### config.mk
export PLATFORM = sky130hd
export DESIGN_NAME = video_capture
export DESIGN_NICKNAME = d
export VERILOG_FILES = /design/src/rtl/video_capture.sv
export SDC_FILE = /design/constraint.sdc
export NUM_CORES = 1
export LEC_CHECK = 0
export CAP_MARGIN = 20
export CORE_MARGIN = 2
export CORE_UTILIZATION = 34
export DETAILED_ROUTE_END_ITERATION = 8
export PLACE_DENSITY = 0.5
export SLEW_MARGIN = 20
export SYNTH_ARGS = -nofsm -noshare
export SYNTH_HDL_FRONTEND = slang
export SYNTH_SLANG_ARGS = --single-unit
### constraint.sdc
create_clock -name clk -period 3.9 [get_ports clk]
set_input_delay 0.585 -clock clk [delete_from_list [all_inputs] [get_ports clk]]
set_output_delay 0.585 -clock clk [all_outputs]
set_load 0.02 [all_outputs]
### src/rtl/video_capture.sv
// Frame grabber: decimates the vclk pixel stream 2x2 and writes one armed frame
// as RGB444 words through a small FIFO onto a valid/ready write port.
module video_capture #(
   parameter int unsigned H_ACTIVE   = 640,
   parameter int unsigned V_ACTIVE   = 480,
   parameter int unsigned ADDR_W     = 17,
   parameter int unsigned FIFO_DEPTH = 4
) (
   input  logic              clk,
   input  logic              reset_n,
   input  logic              arm,
   input  logic              abort,
   output logic              busy,
   output logic              done,
   output logic              overflow,
   input  logic [3:0]        video_r,
   input  logic [3:0]        video_g,
   input  logic [3:0]        video_b,
   input  logic              video_de,
   input  logic              video_newframe,
   output logic              wr_valid,
   input  logic              wr_ready,
   output logic [ADDR_W-1:0] wr_addr,
   output logic [15:0]       wr_data
);

   localparam int unsigned COL_W  = $clog2(H_ACTIVE);
   localparam int unsigned LINE_W = $clog2(V_ACTIVE + 1);
   localparam int unsigned PTR_W  = $clog2(FIFO_DEPTH);
   localparam int unsigned HALF_W = H_ACTIVE / 2;

   localparam logic [1:0] S_IDLE  = 2'd0;
   localparam logic [1:0] S_WAIT  = 2'd1;
   localparam logic [1:0] S_CAPT  = 2'd2;
   localparam logic [1:0] S_DRAIN = 2'd3;

   logic [1:0]        r_state;
   logic [COL_W-1:0]  r_col;
   logic [LINE_W-1:0] r_line;
   logic              r_de_d;
   logic              r_ovf;
   logic              r_stg_valid;
   logic [ADDR_W-1:0] r_stg_addr;
   logic [15:0]       r_stg_data;
   logic [ADDR_W-1:0] r_fifo_addr [FIFO_DEPTH];
   logic [15:0]       r_fifo_data [FIFO_DEPTH];
   logic [PTR_W:0]    r_wptr;
   logic [PTR_W:0]    r_rptr;

   logic              w_empty;
   logic              w_full;
   logic              w_pop;
   logic              w_push_ok;
   logic              w_drop;
   logic              w_de_fall;
   logic              w_keep;
   logic              w_drain_done;
   logic [ADDR_W-1:0] w_addr;

   assign w_empty   = (r_wptr == r_rptr);
   assign w_full    = (r_wptr[PTR_W] != r_rptr[PTR_W]) &&
                      (r_wptr[PTR_W-1:0] == r_rptr[PTR_W-1:0]);
   assign w_pop     = !w_empty && wr_ready;
   // A full FIFO still accepts a push when the head leaves in the same cycle.
   assign w_push_ok = r_stg_valid && (!w_full || w_pop);
   assign w_drop    = r_stg_valid && w_full && !w_pop;
   assign w_de_fall = r_de_d && !video_de;
   assign w_keep    = (r_state == S_CAPT) && video_de && !abort &&
                      !r_col[0] && !r_line[0];
   assign w_addr    = ADDR_W'((32'(r_line >> 1) * HALF_W) + 32'(r_col >> 1));
   assign w_drain_done = (r_state == S_DRAIN) && w_empty && !r_stg_valid;

   assign busy     = (r_state != S_IDLE);
   assign done     = w_drain_done && !abort;
   assign overflow = r_ovf;
   assign wr_valid = !w_empty;
   assign wr_addr  = r_fifo_addr[r_rptr[PTR_W-1:0]];
   assign wr_data  = r_fifo_data[r_rptr[PTR_W-1:0]];

   always_ff @(posedge clk) begin
      if (!reset_n) begin
         r_state     <= S_IDLE;
         r_col       <= '0;
         r_line      <= '0;
         r_de_d      <= 1'b0;
         r_ovf       <= 1'b0;
         r_stg_valid <= 1'b0;
         r_stg_addr  <= '0;
         r_stg_data  <= '0;
         r_wptr      <= '0;
         r_rptr      <= '0;
         for (int unsigned i = 0; i < FIFO_DEPTH; i++) begin
            r_fifo_addr[i] <= '0;
            r_fifo_data[i] <= '0;
         end
      end else begin
         r_de_d <= video_de;
         if (abort) begin
            r_state     <= S_IDLE;
            r_stg_valid <= 1'b0;
            r_wptr      <= '0;
            r_rptr      <= '0;
         end else begin
            r_stg_valid <= w_keep;
            if (w_keep) begin
               r_stg_addr <= w_addr;
               r_stg_data <= {4'h0, video_r, video_g, video_b};
            end
            if (w_pop) begin
               r_rptr <= r_rptr + 1'b1;
            end
            if (w_push_ok) begin
               r_fifo_addr[r_wptr[PTR_W-1:0]] <= r_stg_addr;
               r_fifo_data[r_wptr[PTR_W-1:0]] <= r_stg_data;
               r_wptr <= r_wptr + 1'b1;
            end
            if (w_drop) begin
               r_ovf <= 1'b1;
            end
            case (r_state)
               S_IDLE: begin
                  if (arm) begin
                     r_state <= S_WAIT;
                     r_ovf   <= 1'b0;
                     r_col   <= '0;
                     r_line  <= '0;
                  end
               end
               S_WAIT: begin
                  if (video_newframe) begin
                     r_state <= S_CAPT;
                     r_col   <= '0;
                     r_line  <= '0;
                  end
               end
               S_CAPT: begin
                  if (video_newframe) begin
                     r_state <= S_DRAIN;
                  end else if (video_de) begin
                     // Saturating on an odd column drops the excess of an over-long line.
                     if (r_col != COL_W'(H_ACTIVE - 1)) begin
                        r_col <= r_col + 1'b1;
                     end
                  end else if (w_de_fall) begin
                     r_col  <= '0;
                     r_line <= r_line + 1'b1;
                     if (r_line == LINE_W'(V_ACTIVE - 1)) begin
                        r_state <= S_DRAIN;
                     end
                  end
               end
               S_DRAIN: begin
                  if (w_drain_done) begin
                     r_state <= S_IDLE;
                  end
               end
               default: r_state <= S_IDLE;
            endcase
         end
      end
   end

endmodule

==> flow_metrics.tcl <==
set metrics [dict create \
    critPathLaunchType "flip-flop" \
    multiInputGateArea_mm2 0.00337 \
    share_of_the_synthesized_area_in_compound_gates_ao_oa_aoi_oai 0.0633 \
    nNetsFinal 749 \
    start_util 0.348 \
    max_freq_ghz 0.333 \
    dominant_combinational_cell_family_by_area_after_synthesis "simple AND/OR/NAND/NOR gates" \
    power.leakage_uw 0.00346 \
    row_count 56 \
    cp-end-kind "output pin" \
    regArea_mm2 0.00471 \
    worst-endpoint-arrival_ps 2420 \
    synth_xor_xnor_area_share 0.0319 \
    clk_latency_ps 430 \
    critical_path_peak_fanout 7 \
    report.final.setup_viol 0 \
    layout-area-overhead-vs-synth_pct 17.9 \
    drt_iter0_markers 258 \
    fraction_of_final_layout_cells_sized_beyond_drive_strength_1 0.120 \
    fin_util 0.411 \
    cap_viol_max_count 0 \
    synth_enable_flop_cells 116 \
    total_setup_buffers_inserted_after_cts 0 \
    fin_worst_hold_slack_ps 491 \
    slowest_stage "sky130_fd_sc_hd__clkdlybuf4s50_1" \
    ant_nets 0 \
    timing.setup.critical_path_class "reg -> out" \
    postLayoutSetupSlackWorst_ps 898 \
    synth_area_per_cell_um2 12.6 \
    final.fill_count 2272 \
    placeableCoreArea_mm2 0.0236 \
    vias 4950 \
    clock_tree.htree_level_count 4 \
    ir_drop_mv 0.248 \
    slew-limit-headroom 0.456 \
    timing.critical_path.required_ps 3310 \
    ios 56 \
    clkSinkCount 177 \
    grt_antenna_before_repair 0 \
    first_global_vias 5247 \
    timing.final.hold_violations 0 \
    globalplace.congestion 0.791 \
    synth_area_mm2 0.00823 \
    die_area_mm2 0.0255 \
    finClkSkew_ps 9.92 \
    unrepaired_setup_endpoints_after_global_routing "no" \
    layout_common_cells "120 x sky130_fd_sc_hd__and2_1, 116 x sky130_fd_sc_hd__edfxtp_1, 60 x sky130_fd_sc_hd__nand2_1, 60 x sky130_fd_sc_hd__dfxtp_1, 51 x sky130_fd_sc_hd__clkdlybuf4s50_1" \
    die_h_um 160 \
    clock_tree.root_cell "sky130_fd_sc_hd__clkbuf_16" \
    synth_seq_cells 177 \
    detail_route.vias_per_cell 4.78 \
    dr.pass1.iters 6 \
    synth-async-reset-ratio 0 \
    dpl.hpwl_mm 11.0 \
    die_width_um 160 \
    drv_slew 0 \
    finalCritPeriodShare 0.770 \
    total_wire_length_after_detailed_routing_mm 17.6 \
    ant_diodes 0 \
    cp_slowest_stage_delay_ps 670 \
    yosysWarningCount 0 \
    synthMuxAreaShare 0.0831 \
    critical_path.cell_chain "xnor2_1 > nand3_1 > nor4b_1 > clkdlybuf4s50_1" \
    tritoncts "yes" \
    pre_cts_ws_ps 889 \
    yosys.area_share.simple 0.182 \
    seq_area_frac_synth 0.572 \
    postSynthCellCount 652 \
    power_per_cell_area_mw_per_mm2 399 \
    globalRoute.totalOverflow 0 \
    ctsHoldBuffers 0 \
    port-buffer-count 51 \
    grtUsageTotal 0.145 \
    final.min_clock_period_ps 3000 \
    layout.cells.most_common "sky130_fd_sc_hd__and2_1" \
    global_route_wire_length_before_repair_mm 28.5 \
    netlist-cell-type-count 57 \
    postCtsResizedCells 0 \
    drc 0 \
    run_status "finished, final reports clean" \
    cts.reportedPaths.clkPinSlew_ps 70 \
    timing.setup.tns_ps 0 \
    max-clock-path-buffers 2 \
    tritoncts.num_buffers 17 \
    timing_worst_slew_pin_value_ps 816 \
    yosys_most_used_dff "sky130_fd_sc_hd__edfxtp_1" \
    maximum_number_of_pins_on_one_net_before_global_route_repair 43 \
    detail_route.wl_per_cell_um 17.0 \
    synth-adder-area-share 0.0429 \
    hp-class "reg -> reg" \
]
cells by family after synthesis:
group / Yosys count
flops: 177
fa+ha+maj: 27
xor+xnor: 30
compound gates: 70
other cells: 1
mux: 32
simple gates: 270
buf+inv: 45
sequential cells by signal, indices dropped and copies added (netlist names), named ones only:
name         cells
r_rptr           3
r_stg_valid      1
overflow         1
r_state          2
r_wptr           3
r_stg_addr      17
r_line           9
r_fifo_data     48
r_de_d           1
r_stg_data      12
r_col           10
r_fifo_addr     68
power breakdown:
group	leakage (µW)	internal (µW)	total [µW]	switching, µW
Clock	0.000263	897	1660	764
Combinational	0.00152	69.3	165	95.4
Sequential	0.00168	2040	2050	13.6
Total	0.00346	3000	3880	873
final timing paths:
path	slack, ps	start	endpoint	cells past startpoint
max reg2reg	960	r_line[2]$_SDFFE_PN0P_	r_stg_addr[14]$_SDFFE_PN0P_	9
min	490	overflow$_SDFFE_PN0N_	overflow$_SDFFE_PN0N_	2
min reg2reg	490	overflow$_SDFFE_PN0N_	overflow$_SDFFE_PN0N_	2
max	900	r_wptr[1]$_SDFFE_PP0N_	done	4
cells in the mapped netlist (all sizes together), types with 4 or more instances:
master | n | area (µm²)
and2 | 120 | 751
edfxtp | 116 | 3480
dfxtp | 61 | 1220
nand2 | 60 | 225
nor2 | 32 | 123
mux4 | 29 | 653
ha | 25 | 313
clkbuf | 24 | 90.1
a21boi | 22 | 165
xor2 | 17 | 149
o21ai | 13 | 65.1
xnor2 | 13 | 114
buf | 12 | 76.3
a21oi | 10 | 53.8
nor2b | 10 | 62.6
inv | 9 | 33.8
nand3 | 8 | 40.0
nand4 | 8 | 50.1
nand2b | 7 | 43.8
a211oi | 5 | 50.1
nor4 | 5 | 43.8
o211a | 4 | 40.0
layout make-up:
class | count | share of cell area
clock buffers | 17 | 0.0438
clock inverters | 15 | 0.0155
inverters | 9 | 0.00348
flip-flops and latches | 177 | 0.485
multi-input cells | 433 | 0.348
well taps | 319 | 0.0411
repair buffers | 65 | 0.0635
routing by layer:
layer / GRT usage / vias up / wire, µm
li1: - / 2420 / -
met4: 0.0500 / 0 / 263
met2: 0.253 / 66 / 9050
met3: 0.0313 / 17 / 433
met5: 0 / - / 0
met1: 0.176 / 2447 / 7840
worst max-delay path: cells and delay by family, from the launching register on:
| family | cells | cell delay, ps |
|---|---|---|
| buffers and inverters | 1 | 670 |
| and+or+nand+nor | 2 | 580 |
| DFF | 1 | 540 |
| xor gates and xnor gates | 1 | 190 |
stage by stage:
stage / power, µW / std cells / cell area, µm²
after floorplan: 2180 / 655 / 8240
after global placement: 2260 / 1003 / 9130
after detailed placement: 2260 / 1003 / 9130
after CTS: 3920 / 1035 / 9700
after global routing: 4010 / 1035 / 9700
final: 3880 / 1035 / 9700
Power figures use the tool's default switching activity.
